**config.mk**
```make
export PLATFORM = sky130hd
export DESIGN_NAME = axi_wr_2_merger
export DESIGN_NICKNAME = d
export VERILOG_FILES = /design/src/rtl/axi_wr_2_merger_pkg.sv /design/src/rtl/axi_wr_2_merger_syncfifo_sampled.sv /design/src/rtl/axi_wr_2_merger.sv
export SDC_FILE = /design/constraint.sdc
export NUM_CORES = 1
export LEC_CHECK = 0
export BUFFER_PORTS_ARGS = -buffer_cell sky130_fd_sc_hd__clkbuf_2
export CELL_PAD_IN_SITES_DETAIL_PLACEMENT = 0
export CELL_PAD_IN_SITES_GLOBAL_PLACEMENT = 2
export CORE_AREA = 4 4 164 166
export CTS_CLUSTER_SIZE = 16
export DETAILED_ROUTE_END_ITERATION = 16
export DIE_AREA = 0 0 168 170
export HOLD_SLACK_MARGIN = 0.15
export PLACE_DENSITY_LB_ADDON = 0.1
export SYNTH_ARGS = -nofsm -noshare
export SYNTH_HDL_FRONTEND = slang
export SYNTH_SLANG_ARGS = --single-unit
export TNS_END_PERCENT = 20
```
**constraint.sdc**
```tcl
create_clock -name clk -period 2.9 [get_ports clk]
set_input_delay 0.29 -clock clk [delete_from_list [all_inputs] [get_ports clk]]
set_output_delay 0.29 -clock clk [all_outputs]
set_load 0.01 [all_outputs]
```
**src/rtl/axi_wr_2_merger_pkg.sv**
```systemverilog
// Shared definitions for the two-source AXI write merger: source-tag position,
// B response codes, arbiter lock state and the outstanding-write counter update.
package axi_wr_2_merger_pkg;

    localparam logic [1:0] BRESP_OKAY   = 2'b00;
    localparam logic [1:0] BRESP_SLVERR = 2'b10;

    typedef enum logic {
        ARB_OPEN   = 1'b0,
        ARB_LOCKED = 1'b1
    } arb_state_e;

    // The source index rides in the top bit of the merged write ID.
    function automatic int src_tag_pos(input int idwid);
        return idwid - 1;
    endfunction

    // A spurious B cannot retire a write, so an AW accepted alongside it still counts.
    function automatic logic [7:0] cnt_next(input logic [7:0] cnt,
                                            input logic       aw_hs,
                                            input logic       b_hs);
        logic [7:0] r;
        r = cnt;
        if (aw_hs && !b_hs) begin
            r = cnt + 8'd1;
        end else if (!aw_hs && b_hs && cnt != 8'd0) begin
            r = cnt - 8'd1;
        end else if (aw_hs && b_hs && cnt == 8'd0) begin
            r = 8'd1;
        end
        return r;
    endfunction

endpackage

```
**src/rtl/axi_wr_2_merger_syncfifo_sampled.sv**
```systemverilog
// Synchronous FIFO whose flags and head are taken from registered state only,
// so a pushed entry becomes visible the cycle after the push.
module syncfifo_sampled
    import axi_wr_2_merger_pkg::*;
#(
    parameter int WIDTH = 1,
    parameter int DEPTH = 8
) (
    input  logic             clk,
    input  logic             rst_n,
    input  logic             push,
    input  logic [WIDTH-1:0] din,
    input  logic             pop,
    output logic [WIDTH-1:0] dout,
    output logic             full,
    output logic             empty
);

    localparam int PW = (DEPTH > 1) ? $clog2(DEPTH) : 1;

    logic [WIDTH-1:0] mem [DEPTH];
    logic [PW:0]      wr_ptr;
    logic [PW:0]      rd_ptr;

    // Pointers carry one wrap bit to tell full from empty.
    assign empty = (wr_ptr == rd_ptr);
    assign full  = (wr_ptr[PW] != rd_ptr[PW]) && (wr_ptr[PW-1:0] == rd_ptr[PW-1:0]);
    assign dout  = mem[rd_ptr[PW-1:0]];

    always_ff @(posedge clk or negedge rst_n) begin
        if (!rst_n) begin
            wr_ptr <= '0;
            rd_ptr <= '0;
            for (int i = 0; i < DEPTH; i++) begin
                mem[i] <= '0;
            end
        end else begin
            if (push && !full) begin
                mem[wr_ptr[PW-1:0]] <= din;
                wr_ptr              <= wr_ptr + 1'b1;
            end
            if (pop && !empty) begin
                rd_ptr <= rd_ptr + 1'b1;
            end
        end
    end

endmodule

```
**src/rtl/axi_wr_2_merger.sv**
```systemverilog
// Two-master to one-slave AXI write merger: round-robin AW arbitration with lock,
// W steering in grant order, B routing by ID MSB and per-source outstanding limits.
module axi_wr_2_merger
    import axi_wr_2_merger_pkg::*;
#(
    parameter int AWID     = 32,
    parameter int EXTRAS   = 8,
    parameter int IDWID    = 4,
    parameter int DWID     = 64,
    parameter int WSTRB    = DWID / 8,
    parameter int ORDDEPTH = 8,
    parameter int MAXOUT   = 16
) (
    input  logic              clk,
    input  logic              rst_n,

    input  logic [IDWID-2:0]  s0_awid,
    input  logic [AWID-1:0]   s0_awaddr,
    input  logic [7:0]        s0_awlen,
    input  logic [2:0]        s0_awsize,
    input  logic [1:0]        s0_awburst,
    input  logic [EXTRAS-1:0] s0_awextras,
    input  logic              s0_awvalid,
    output logic              s0_awready,
    input  logic [DWID-1:0]   s0_wdata,
    input  logic [WSTRB-1:0]  s0_wstrb,
    input  logic              s0_wlast,
    input  logic              s0_wvalid,
    output logic              s0_wready,
    output logic [IDWID-2:0]  s0_bid,
    output logic [1:0]        s0_bresp,
    output logic              s0_bvalid,
    input  logic              s0_bready,

    input  logic [IDWID-2:0]  s1_awid,
    input  logic [AWID-1:0]   s1_awaddr,
    input  logic [7:0]        s1_awlen,
    input  logic [2:0]        s1_awsize,
    input  logic [1:0]        s1_awburst,
    input  logic [EXTRAS-1:0] s1_awextras,
    input  logic              s1_awvalid,
    output logic              s1_awready,
    input  logic [DWID-1:0]   s1_wdata,
    input  logic [WSTRB-1:0]  s1_wstrb,
    input  logic              s1_wlast,
    input  logic              s1_wvalid,
    output logic              s1_wready,
    output logic [IDWID-2:0]  s1_bid,
    output logic [1:0]        s1_bresp,
    output logic              s1_bvalid,
    input  logic              s1_bready,

    output logic [IDWID-1:0]  m_awid,
    output logic [AWID-1:0]   m_awaddr,
    output logic [7:0]        m_awlen,
    output logic [2:0]        m_awsize,
    output logic [1:0]        m_awburst,
    output logic [EXTRAS-1:0] m_awextras,
    output logic              m_awvalid,
    input  logic              m_awready,
    output logic [DWID-1:0]   m_wdata,
    output logic [WSTRB-1:0]  m_wstrb,
    output logic              m_wlast,
    output logic              m_wvalid,
    input  logic              m_wready,
    input  logic [IDWID-1:0]  m_bid,
    input  logic [1:0]        m_bresp,
    input  logic              m_bvalid,
    output logic              m_bready,

    output logic              err_unexp_b
);

    localparam int         SRC_POS  = src_tag_pos(IDWID);
    localparam logic [7:0] MAXOUT_C = 8'(MAXOUT);

    // Handshakes: a transfer happens in the cycle where valid and ready are both
    // high; valid never waits on ready, and a raised valid holds its payload.

    arb_state_e state_q, state_d;
    logic       lock_src_q, lock_src_d;
    logic       rr_q;
    logic       gnt_src, gnt_valid;
    logic [7:0] cnt0_q, cnt1_q;
    logic       err_q;
    logic       elig0, elig1;
    logic       aw_hs, aw_hs0, aw_hs1;
    logic       b_msb, b_hs0, b_hs1;
    logic       ord_full, ord_empty, ord_head, ord_pop;

    assign elig0 = s0_awvalid && (cnt0_q < MAXOUT_C) && !ord_full;
    assign elig1 = s1_awvalid && (cnt1_q < MAXOUT_C) && !ord_full;

    // While locked the grant is pinned so the presented AW payload cannot change.
    always_comb begin
        state_d    = state_q;
        lock_src_d = lock_src_q;
        gnt_src    = rr_q;
        gnt_valid  = 1'b0;
        if (state_q == ARB_LOCKED) begin
            gnt_src   = lock_src_q;
            gnt_valid = lock_src_q ? elig1 : elig0;
        end else if (elig0 && elig1) begin
            gnt_src   = rr_q;
            gnt_valid = 1'b1;
        end else if (elig0) begin
            gnt_src   = 1'b0;
            gnt_valid = 1'b1;
        end else if (elig1) begin
            gnt_src   = 1'b1;
            gnt_valid = 1'b1;
        end
        if (gnt_valid && !m_awready) begin
            state_d    = ARB_LOCKED;
            lock_src_d = gnt_src;
        end else if (gnt_valid && m_awready) begin
            state_d = ARB_OPEN;
        end
    end

    assign m_awvalid  = gnt_valid;
    assign m_awid     = {gnt_src, (gnt_src ? s1_awid : s0_awid)};
    assign m_awaddr   = gnt_src ? s1_awaddr   : s0_awaddr;
    assign m_awlen    = gnt_src ? s1_awlen    : s0_awlen;
    assign m_awsize   = gnt_src ? s1_awsize   : s0_awsize;
    assign m_awburst  = gnt_src ? s1_awburst  : s0_awburst;
    assign m_awextras = gnt_src ? s1_awextras : s0_awextras;
    assign s0_awready = gnt_valid && !gnt_src && m_awready;
    assign s1_awready = gnt_valid &&  gnt_src && m_awready;

    assign aw_hs  = m_awvalid && m_awready;
    assign aw_hs0 = s0_awvalid && s0_awready;
    assign aw_hs1 = s1_awvalid && s1_awready;

    syncfifo_sampled #(
        .WIDTH (1),
        .DEPTH (ORDDEPTH)
    ) u_ord_fifo (
        .clk   (clk),
        .rst_n (rst_n),
        .push  (aw_hs),
        .din   (gnt_src),
        .pop   (ord_pop),
        .dout  (ord_head),
        .full  (ord_full),
        .empty (ord_empty)
    );

    // W follows the head of the grant-order FIFO; an empty FIFO stalls both sources.
    assign m_wvalid  = !ord_empty && (ord_head ? s1_wvalid : s0_wvalid);
    assign m_wdata   = ord_head ? s1_wdata : s0_wdata;
    assign m_wstrb   = ord_head ? s1_wstrb : s0_wstrb;
    assign m_wlast   = ord_head ? s1_wlast : s0_wlast;
    assign s0_wready = !ord_empty && !ord_head && m_wready;
    assign s1_wready = !ord_empty &&  ord_head && m_wready;
    assign ord_pop   = m_wvalid && m_wready && m_wlast;

    assign b_msb     = m_bid[SRC_POS];
    assign s0_bvalid = m_bvalid && !b_msb;
    assign s1_bvalid = m_bvalid &&  b_msb;
    assign s0_bid    = m_bid[SRC_POS-1:0];
    assign s1_bid    = m_bid[SRC_POS-1:0];
    assign s0_bresp  = m_bresp;
    assign s1_bresp  = m_bresp;
    assign m_bready  = b_msb ? s1_bready : s0_bready;
    assign b_hs0     = s0_bvalid && s0_bready;
    assign b_hs1     = s1_bvalid && s1_bready;

    assign err_unexp_b = err_q;

    always_ff @(posedge clk or negedge rst_n) begin
        if (!rst_n) begin
            state_q    <= ARB_OPEN;
            lock_src_q <= 1'b0;
            rr_q       <= 1'b0;
            cnt0_q     <= 8'd0;
            cnt1_q     <= 8'd0;
            err_q      <= 1'b0;
        end else begin
            state_q    <= state_d;
            lock_src_q <= lock_src_d;
            if (aw_hs) begin
                rr_q <= !gnt_src;
            end
            cnt0_q <= cnt_next(cnt0_q, aw_hs0, b_hs0);
            cnt1_q <= cnt_next(cnt1_q, aw_hs1, b_hs1);
            if ((b_hs0 && cnt0_q == 8'd0) || (b_hs1 && cnt1_q == 8'd0)) begin
                err_q <= 1'b1;
            end
        end
    end

endmodule
```
==> results_dict.tcl <==
set metrics [dict create \
    numCtsBuffers 5 \
    worst-r2r-cell-count 11 \
    r2r_slack_ns 0.31 \
    finalWorstSetupSlack_ns 0.124 \
    cts_root_buf "clkbuf_16" \
    place.gp.congestion 0.940 \
    path_class "flop to output port" \
    finalClockSkew_ns 0.00574 \
    ys_top_cells_by_area "mux2_2 (24%), dfrtp_1 (24%), nand2_1 (19%), buf_4 (2.8%), ha_1 (2.6%)" \
    syn_area_sq_um 3810 \
    die_x_um 168 \
    drive_gt1_share_pct 60.1 \
    wire_per_inst_um 16.8 \
    antenna_found_initial 0 \
    synthToLayoutAreaGrowth_pct 69.6 \
    timing.rr.start "u_ord_fifo.rd_ptr[1]$_DFFE_PN0P_" \
    fp.dieArea_sq_um 28600 \
    coreArea_sq_um 25600 \
    synth_top_cell_area_share_pct 24.3 \
    clk_pin_slew_ns 0.06 \
    clockBufferDepth 2 \
    layout_min_cycle_time_ns 2.78 \
    max_freq_mhz 360 \
    die_h_um 170 \
    antennaDiodeCount 0 \
    grt_start_max_net_pins 79 \
    fin_total_pwr_w 0.00681 \
    synthSimpleGateAreaFrac_pct 29.1 \
    via_per_inst 4.07 \
    ys_types 47 \
    dp_hpwl_um 17400 \
    peakVddDrop_v 0.000351 \
    initial_core_util_pct 14.9 \
    ant_nets 0 \
    status "finished clean" \
    io_pins 425 \
    relSlewSlack_pct 31.8 \
    wl_um 20600 \
    synth_edf_count 0 \
    drt-initial-drc-count 96 \
    worst_r2r_endpoint "cnt1_q[1]$_DFFE_PN0P_" \
    clkLatencyLatePin_ns 0.28 \
    synth_top_family_by_area "simple AND/OR/NAND/NOR gates" \
    cp.arrival_ns 2.49 \
    grt_pass1_wl_um 29300 \
    first_global_vias 5192 \
    final_net_count 1169 \
    yosysSeqAreaShare_pct 23.7 \
    synthCells 492 \
    rows 59 \
    vias 4979 \
    ys_warn_count 0 \
    setup_violations 0 \
    crit_required_ns 2.61 \
    hold_viol 0 \
    yosys.area.top_type "mux2_2" \
    powerDensity_nw_per_um2 1050 \
    synth_mux_area_share_pct 27.3 \
    worstSetupEndpointType "output port" \
    drc_errors 0 \
    min_path_type "input port to async pin" \
    grt_usage_pct 13.0 \
    synth_fp_nets 775 \
    p_leak_nw 3.66 \
    fillers 2907 \
    cp_max_fo 78 \
    firstDrtPassIters 4 \
    synth_fa_ha_area_share_pct 2.63 \
    grt_setup_unrepaired "true" \
    syn_avg_cell_area_sq_um 7.74 \
    cts_sinks 36 \
    place_ws_ns 0.216 \
    cp-start-kind "flop" \
    grt_overflow_total 0 \
    worst_pin_slew_ns 1.02 \
    synthFlopType "dfrtp_1" \
    ys_async_sr_fraction_pct 100 \
    fin_tns_setup_ns 0 \
    synth_xor_area_share_pct 3.91 \
    period_share_pct 95.7 \
    synth-seq-cells 36 \
    max_cap_viol_count 0 \
    drv_slew 0 \
    finalHoldWorstSlack_ns 0.177 \
    tritoncts "yes" \
    htree_levels 2 \
    numPortBuffers 409 \
    synth_compound_area_share_pct 6.70 \
]
-- flip-flops by register name, indices dropped and copies added, names as in the netlist --
name / flops
rr_q: 1
lock_src_q: 1
cnt1_q: 8
u_ord_fifo.rd_ptr: 4
err_unexp_b: 1
u_ord_fifo.mem: 8
state_q: 1
cnt0_q: 8
u_ord_fifo.wr_ptr: 4
-- power breakdown --
part	total, W	internal [W]	switching, W
registers	0.00103	0.000737	0.000293
clock network	0.000617	0.000404	0.000212
logic	0.00516	0.00230	0.00286
-- worst max-delay path, stage by stage (launching register included) --
cell	delay, ns
dfrtp_1	0.37
buf_4	0.17
mux4_2	0.54
mux2i_4	0.18
clkbuf_16	0.37
mux2_2	0.41
clkbuf_2	0.14
-- area by class of cell --
class	count	area [sq um]	area share [%]
multi-input cells	407	2710	41.9
repair buffers	426	2230	34.5
flip-flops and latches	36	902	14.0
well taps	335	419	6.49
clock buffers	6	129	2.00
inverters	10	41.3	0.639
clock inverters	2	35.0	0.543
-- worst max-delay path by stage --
stage | start | endpoint | slack, ns | cells after the start
floorplan | u_ord_fifo.rd_ptr[0]$_DFFE_PN0P_ | m_wdata[33] | 0.47 | 6
global placement | u_ord_fifo.rd_ptr[1]$_DFFE_PN0P_ | m_awaddr[19] | 0.27 | 8
detailed placement | u_ord_fifo.rd_ptr[1]$_DFFE_PN0P_ | m_awaddr[19] | 0.22 | 8
CTS | u_ord_fifo.rd_ptr[1]$_DFFE_PN0P_ | m_awaddr[19] | 0.02 | 8
global route | u_ord_fifo.rd_ptr[1]$_DFFE_PN0P_ | s1_awready | -0.01 | 10
finish | u_ord_fifo.rd_ptr[0]$_DFFE_PN0P_ | m_wdata[23] | 0.12 | 6
-- cell usage in the layout (no fill, tap or decap), types with 6 or more instances in the layout --
master     instances
inv_1              7
nand4_1            8
mux2i_1            6
xor2_1             6
mux2_2            81
nor2_1            15
ha_1               8
dfrtp_1           35
o21ai_0            9
clkbuf_16          7
clkbuf_2         409
nand2_1          190
xnor2_1            8
buf_4             13
-- layer usage --
layer	vias to the layer above	track usage [%]	part of all wire, %
li1	2446	-	-
met1	2260	13.6	36
met2	259	25.3	54
met3	14	4.02	8.8
met4	0	2.89	1.3
met5	-	0	0
-- per-stage QoR --
stage                     cells  cell area [sq um]  utilization, %
after floorplan             492               3810               -
after global placement     1212               6210            24.2
final                      1222               6460            25.2
after CTS                  1220               6380            24.9
after global routing       1222               6460            25.2
after detailed placement   1212               6210            24.2
-- cell usage after synthesis (all sizes together) (2+ instances only) --
cell type / count
o31ai: 4
mux4: 2
o211ai: 4
a31oi: 3
nor3: 6
nand2: 192
dfrtp: 36
nand4: 8
nand4b: 3
nand3: 3
nor3b: 4
and3: 4
or4: 2
a21oi: 5
xnor2: 10
buf: 28
a211o: 2
ha: 8
nor2: 16
mux2i: 7
nand3b: 3
o221ai: 2
and2: 4
o21ai: 10
nor4: 2
xor2: 7
clkbuf: 11
inv: 9
mux2: 82
or3: 4
-- cell families (layout without fill, tap and decap cells) --
group | Yosys count | in the layout
AO/OA/AOI/OAI | 37 | 37
AND/OR/NAND/NOR | 254 | 254
XOR/XNOR | 17 | 17
adder cells (fa/ha/maj) | 8 | 8
flip-flops | 36 | 36
buffers and inverters | 49 | 444
multiplexers | 91 | 91
-- repair_timing --
action                     in CTS  in global routing
cloned                          0                  1
hold buffers                    0                  0
gates resized for setup         3                 10
setup endpoints to repair      37                 59
setup buffers                   0                  1
Note: power is estimated with default switching activity, not from simulation.
